$ cat config.mk
export PLATFORM = sky130hd
export DESIGN_NAME = ibex_icache_line_filler
export DESIGN_NICKNAME = d
export VERILOG_FILES = /design/src/rtl/ibex_icache_line_filler.sv
export SDC_FILE = /design/constraint.sdc
export NUM_CORES = 1
export LEC_CHECK = 0
export CORE_ASPECT_RATIO = 1.4
export CORE_UTILIZATION = 40
export CTS_BUF_LIST = sky130_fd_sc_hd__clkbuf_8
export CTS_CLUSTER_DIAMETER = 200
export DETAILED_ROUTE_END_ITERATION = 8
export GPL_TIMING_DRIVEN = 0
export PLACE_DENSITY = 0.77
export SKIP_LAST_GASP = 1
export SLEW_MARGIN = 30
export SYNTH_ARGS = -nofsm -noshare
export SYNTH_HDL_FRONTEND = slang
export SYNTH_SLANG_ARGS = --single-unit
$ cat constraint.sdc
create_clock -name clk_i -period 7.66 [get_ports clk_i]
set_clock_uncertainty 0.05 [all_clocks]
set_input_delay 2.298 -clock clk_i [delete_from_list [all_inputs] [get_ports clk_i]]
set_output_delay 2.298 -clock clk_i [all_outputs]
set_load 0.03 [all_outputs]
$ cat src/rtl/ibex_icache_line_filler.sv
// Cache-line refill engine: fetches LineBeats bus words (optionally critical-word-first),
// keeps up to MaxOutstanding requests in flight, supports abort with response drain.
module ibex_icache_line_filler #(
   parameter int unsigned BusWidth       = 32,
   parameter int unsigned LineBeats      = 2,
   parameter int unsigned MaxOutstanding = 2,
   parameter bit          CritWordFirst  = 1'b1
) (
   input  logic                          clk_i,
   input  logic                          rst_ni,
   input  logic                          fill_req_i,
   input  logic [31:0]                   fill_addr_i,
   output logic                          fill_gnt_o,
   input  logic                          abort_i,
   output logic                          instr_req_o,
   input  logic                          instr_gnt_i,
   output logic [31:0]                   instr_addr_o,
   input  logic [BusWidth-1:0]           instr_rdata_i,
   input  logic                          instr_rvalid_i,
   input  logic                          instr_err_i,
   output logic                          beat_valid_o,
   output logic [$clog2(LineBeats)-1:0]  beat_idx_o,
   output logic [BusWidth-1:0]           beat_data_o,
   output logic                          beat_err_o,
   output logic                          line_done_o,
   output logic [LineBeats*BusWidth-1:0] line_data_o,
   output logic                          line_err_o,
   output logic                          busy_o
);
   localparam int unsigned IdxW  = $clog2(LineBeats);
   localparam int unsigned CntW  = IdxW + 1;
   localparam int unsigned OutW  = 3;
   localparam int unsigned BaseW = 32 - IdxW - 2;

   typedef enum logic [1:0] {IDLE, ISSUE, DRAIN} state_e;

   state_e                        state;
   logic [BaseW-1:0]              base;
   logic [IdxW-1:0]               start;
   logic [IdxW-1:0]               rx_idx;
   logic [CntW-1:0]               issued;
   logic [OutW-1:0]               outstanding;
   logic                          hold;
   logic                          err_seen;
   logic                          aborted;
   logic [LineBeats*BusWidth-1:0] line;

   logic            accept, can_issue, req, rsp, rsp_keep;
   logic            aborted_n, err_n, hold_n, issue_end;
   logic [CntW-1:0] issued_n;
   logic [OutW-1:0] outstanding_n;
   logic [IdxW-1:0] issue_idx;
   logic            unused_addr;

   assign unused_addr = ^fill_addr_i[IdxW+1:0];

   // Bus handshake: a request transfers on req & gnt; once req is raised it and the
   // address are held (via hold) until granted, whatever abort or error does meanwhile.
   assign fill_gnt_o = rst_ni & (state == IDLE) & ~abort_i;
   assign accept     = fill_req_i & fill_gnt_o;
   assign can_issue  = (issued < CntW'(LineBeats)) & (outstanding < OutW'(MaxOutstanding))
                       & ~err_seen & ~aborted;
   assign req        = (state == ISSUE) & (hold | can_issue);
   assign issue_idx  = start + issued[IdxW-1:0];

   assign instr_req_o  = req;
   assign instr_addr_o = {base, issue_idx, 2'b00};

   // A response with nothing outstanding is ignored.
   assign rsp           = instr_rvalid_i & (outstanding != '0);
   assign aborted_n     = aborted | abort_i;
   assign rsp_keep      = rsp & ~aborted_n;
   assign err_n         = err_seen | (rsp_keep & instr_err_i);
   assign issued_n      = issued + CntW'(req & instr_gnt_i);
   assign outstanding_n = outstanding + OutW'(req & instr_gnt_i) - OutW'(rsp);
   assign hold_n        = req & ~instr_gnt_i;
   assign issue_end     = ~hold_n & ((issued_n == CntW'(LineBeats)) | err_n | aborted_n);

   assign line_data_o = line;
   assign line_err_o  = err_seen;
   assign busy_o      = (state != IDLE);

   always_ff @(posedge clk_i or negedge rst_ni) begin
      if (!rst_ni) begin
         state        <= IDLE;
         base         <= '0;
         start        <= '0;
         rx_idx       <= '0;
         issued       <= '0;
         outstanding  <= '0;
         hold         <= 1'b0;
         err_seen     <= 1'b0;
         aborted      <= 1'b0;
         line         <= '0;
         beat_valid_o <= 1'b0;
         beat_idx_o   <= '0;
         beat_data_o  <= '0;
         beat_err_o   <= 1'b0;
         line_done_o  <= 1'b0;
      end else begin
         beat_valid_o <= 1'b0;
         line_done_o  <= 1'b0;
         case (state)
            IDLE: begin
               if (accept) begin
                  base        <= fill_addr_i[31:IdxW+2];
                  start       <= CritWordFirst ? fill_addr_i[IdxW+1:2] : '0;
                  rx_idx      <= CritWordFirst ? fill_addr_i[IdxW+1:2] : '0;
                  issued      <= '0;
                  outstanding <= '0;
                  hold        <= 1'b0;
                  err_seen    <= 1'b0;
                  aborted     <= 1'b0;
                  line        <= '0;
                  state       <= ISSUE;
               end
            end
            ISSUE, DRAIN: begin
               issued      <= issued_n;
               outstanding <= outstanding_n;
               hold        <= hold_n;
               aborted     <= aborted_n;
               err_seen    <= err_n;
               // Responses return in issue order, so the slot just follows a counter.
               if (rsp) rx_idx <= rx_idx + IdxW'(1);
               if (rsp_keep) begin
                  beat_valid_o <= 1'b1;
                  beat_idx_o   <= rx_idx;
                  beat_data_o  <= instr_rdata_i;
                  beat_err_o   <= instr_err_i;
               end
               for (int i = 0; i < LineBeats; i++) begin
                  if (rsp_keep && rx_idx == IdxW'(i)) line[i*BusWidth +: BusWidth] <= instr_rdata_i;
               end
               if (issue_end && outstanding_n == '0) begin
                  state       <= IDLE;
                  line_done_o <= ~aborted_n;
               end else if (issue_end) begin
                  state <= DRAIN;
               end
            end
            default: state <= IDLE;
         endcase
      end
   end
endmodule

==> run metrics, run 1 <==
outcome=completed; GR Util All Layers=21.7%; static leakage=3.73 nW; starting density of the core=just over 40%; post-synthesis share of cell area spent on and, or, nand and nor gates=approximately 3.2%; number of flops mapped to enable cells by yosys=0; Post-Route WL=14.8 mm; first-pass GRT wire length=about 24 mm; standard cell with the maximum stage delay on the critical path=sky130_fd_sc_hd__clkdlybuf4s50_1; worst path arrival time=between 4000 and 5000 ps; Max clock buf depth=2; worst path required time=roughly 5300 ps; total vias in the final route=4153; count of max-cap constraint violations=0; compound-cell area share of the yosys netlist=14.5%; Tcrit/Tclk final=~83%; number of antenna-violating nets in the routed design=0; ratio of cells with drive above 1 in the final layout=around 20%; crit path cell chain=buf_8 -> buf_16 -> nor3b_1 -> clkdlybuf4s50_1; peak supply drop=around 0.18 mV; die boundary width=about 100 um; mux share of post-synthesis cell area=roughly an eighth; DP Wirelength=~11 mm; area of the core=13500 um2; clock latency reported for the late side of the worst-skew pair=420 ps; total congestion overflow=0; post-synth cell types=42; DR vias/cell=~5.2; minimum clock period=~6400 ps; post-synthesis register bit count=~140; count of unresolved DRC violations after routing=0; count of warnings emitted by yosys=0; critical path endpoint category=output pin; worst hold path depth=1; number of detailed-routing iterations run before antenna repair=4; Slowest Stage Delay on Critical Path=approximately 700 ps; adder and majority cell fraction of the synthesized area=1.71%; Slew headroom=between 60 and 70%; startpoint of the most critical setup path=rst_ni; most common cell after layout, fill and taps aside=sky130_fd_sc_hd__clkdlybuf4s50_1; most common flop cell mapped by yosys=sky130_fd_sc_hd__dfrtp_1; post-CTS setup repair buffer count=0; setup-violating endpoint count in the final report=0; depth of the most critical reg-to-reg path=15; level count of the clock H-tree=4; clock tree from TritonCTS=yes; setup tns final=0 ps; pin count of the biggest net entering global routing=76; synthesized-area fraction occupied by xor and xnor cells=less than 1%; signed area change from the synthesized netlist to the final layout=48.4%; average instance area after synthesis=approximately 15 um2; number of buffers inserted by hold repair at cts=0; number of endpoints with negative hold slack in the final report=0; clock tree sinks=between 100 and 150; number of global-route vias before repair=around 4500; power per cell area=between 300 and 400 nW/um2; fin nets=681; Crit Path Class=in -> out; ant diodes=0; non-filler instance count after layout=between 700 and 800; kind of start point of the critical path=input pin; startpoint of the worst hold path=line_data_o[36]; cell area after synthesis=5550 um2; post-DR wirelength/cell=between 15 and 20 um; area after detailed placement=between 7000 and 8000 um2; total buffers and inverters traversed by the critical path=3; startpoint of the worst-slack reg-to-reg timing path=outstanding[1]; Clock Pin Slew Worst Setup and Hold Paths=80 ps; placed cell count=766; clock buffer count from CTS=17; class of the most critical hold timing path=reg -> reg; cell count after synthesis=380; Async S/R FF share, synth=between 90% and 100%; final instance area=~8200 um2; top cell family by delay on the critical path=buffers and inverters; max frequency=roughly 160 MHz; routability congestion estimate=0.825; num ports=slightly above 200; number of gates resized after cts=0; measured slew at the worst slew-check pin=535 ps; overall die height=between 100 and 150 um; # rows=50; final-layout worst hold slack=452 ps; commonest non-fill, non-tap cells in the layout=sky130_fd_sc_hd__clkdlybuf4s50_1, sky130_fd_sc_hd__dfrtp_1, sky130_fd_sc_hd__a22o_1; final standard cell utilization of the core=approximately three fifths; DIE AREA=14400 um2; number of antenna violations at the first check in global routing=0; Critical Path Stages=4; main combinational cell family by area after synthesis=compound AO/OA/AOI/OAI gates; unrepaired setup endpoints after global routing=no; count of buffers inserted at the top-level ports=slightly above 200; fraction of the yosys area taken by sequential cells=a little under two thirds; first-iteration detailed-routing DRC count=around 150; Max FO, Critical Path=75; Final Max Tran Viols=0; Root Driver=sky130_fd_sc_hd__clkbuf_8
[metrics by stage]
step                      setup slack [ps]  power [W]
after floorplan                       2280    0.00165
after global placement               -3110    0.00210
after detailed placement              1210    0.00214
after CTS                             1210    0.00275
after global routing                  1100    0.00286
final                                 1300    0.00272
[flip-flops by register name, indices dropped and copies added, names as in the netlist]
register and count:
line_data_o 64, start 1, aborted 1, state 2, hold 1, issued 2
base 29, beat_err_o 1, beat_valid_o 1, outstanding 3, beat_data_o 32, beat_idx_o 1
rx_idx 1, line_done_o 1, line_err_o 1
[area by class of cell]
cell class              count  area, um2
fillers                  1057       5210
multi-input cells         201       1820
repair buffers            203       2050
clock inverters            13        153
clock buffers              18        248
inverters                  12       45.0
flip-flops and latches    141       3530
plain buffers              27        159
well taps                 182        228
[cells in the mapped netlist, drive strengths merged (2+ instances only)]
cell type,number,area share (%)
nor3b,2,0.27
clkbuf,2,0.14
nor2,3,0.20
o21ai,9,0.88
o21a,2,0.27
nand2,5,0.34
nand2b,2,0.23
xor2,3,0.47
mux2,63,13
nor2b,2,0.23
a21oi,3,0.27
ha,6,1.4
buf,25,2.7
dfrtp,141,64
o211ai,2,0.27
nor3,4,0.54
a22o,68,11
a21o,3,0.41
inv,12,0.81
nand3,6,0.63
[per-layer routing]
metal	vias to the layer above	GRT usage, %	wire [um]
met5	-	0	0
met4	0	9.46	380
met3	27	6.31	1110
met2	181	37.2	7620
met1	2098	24.9	5720
li1	1847	-	-
[kinds of logic after synthesis]
| family | Yosys count |
|---|---|
| compound gates | 96 |
| xor+xnor | 3 |
| fa+ha+maj | 7 |
| buf+inv | 39 |
| flops | 141 |
| mux | 63 |
| other cells | 1 |
| simple gates | 30 |
[where the power goes]
group | switching (W) | internal (W) | total (W)
registers | 0.0000811 | 0.000895 | 0.000976
logic | 0.000657 | 0.000484 | 0.00114
clock network | 0.000282 | 0.000326 | 0.000608
[final timing paths]
path                            slack [ps]         endpoint
worst max-delay path                  1300       fill_gnt_o
worst min-delay path                   450  line_data_o[36]
worst max register to register        4080         state[1]
max in group asynchronous             5060   line_data_o[5]
min in group asynchronous             1740  beat_data_o[16]
worst min register to register         450  line_data_o[36]
(Power assumes the default switching activity.)
==> run 2, diff against run 1 <==
Clock period 7.66 ns to 5.9 ns, I/O delays scaled along.
==> results of run 2 <==
Same layout as run 1 (identical final DEF). Status: completed.
Among the figures that moved: setup slack after placement 1210 ps -> 502 ps; setup slack after layout 1300 ps -> 593 ps; register-to-register setup slack 4080 ps -> 2320 ps; total power 0.00272 W -> 0.00354 W; worst IR drop on VDD 0.181 mV -> 0.235 mV
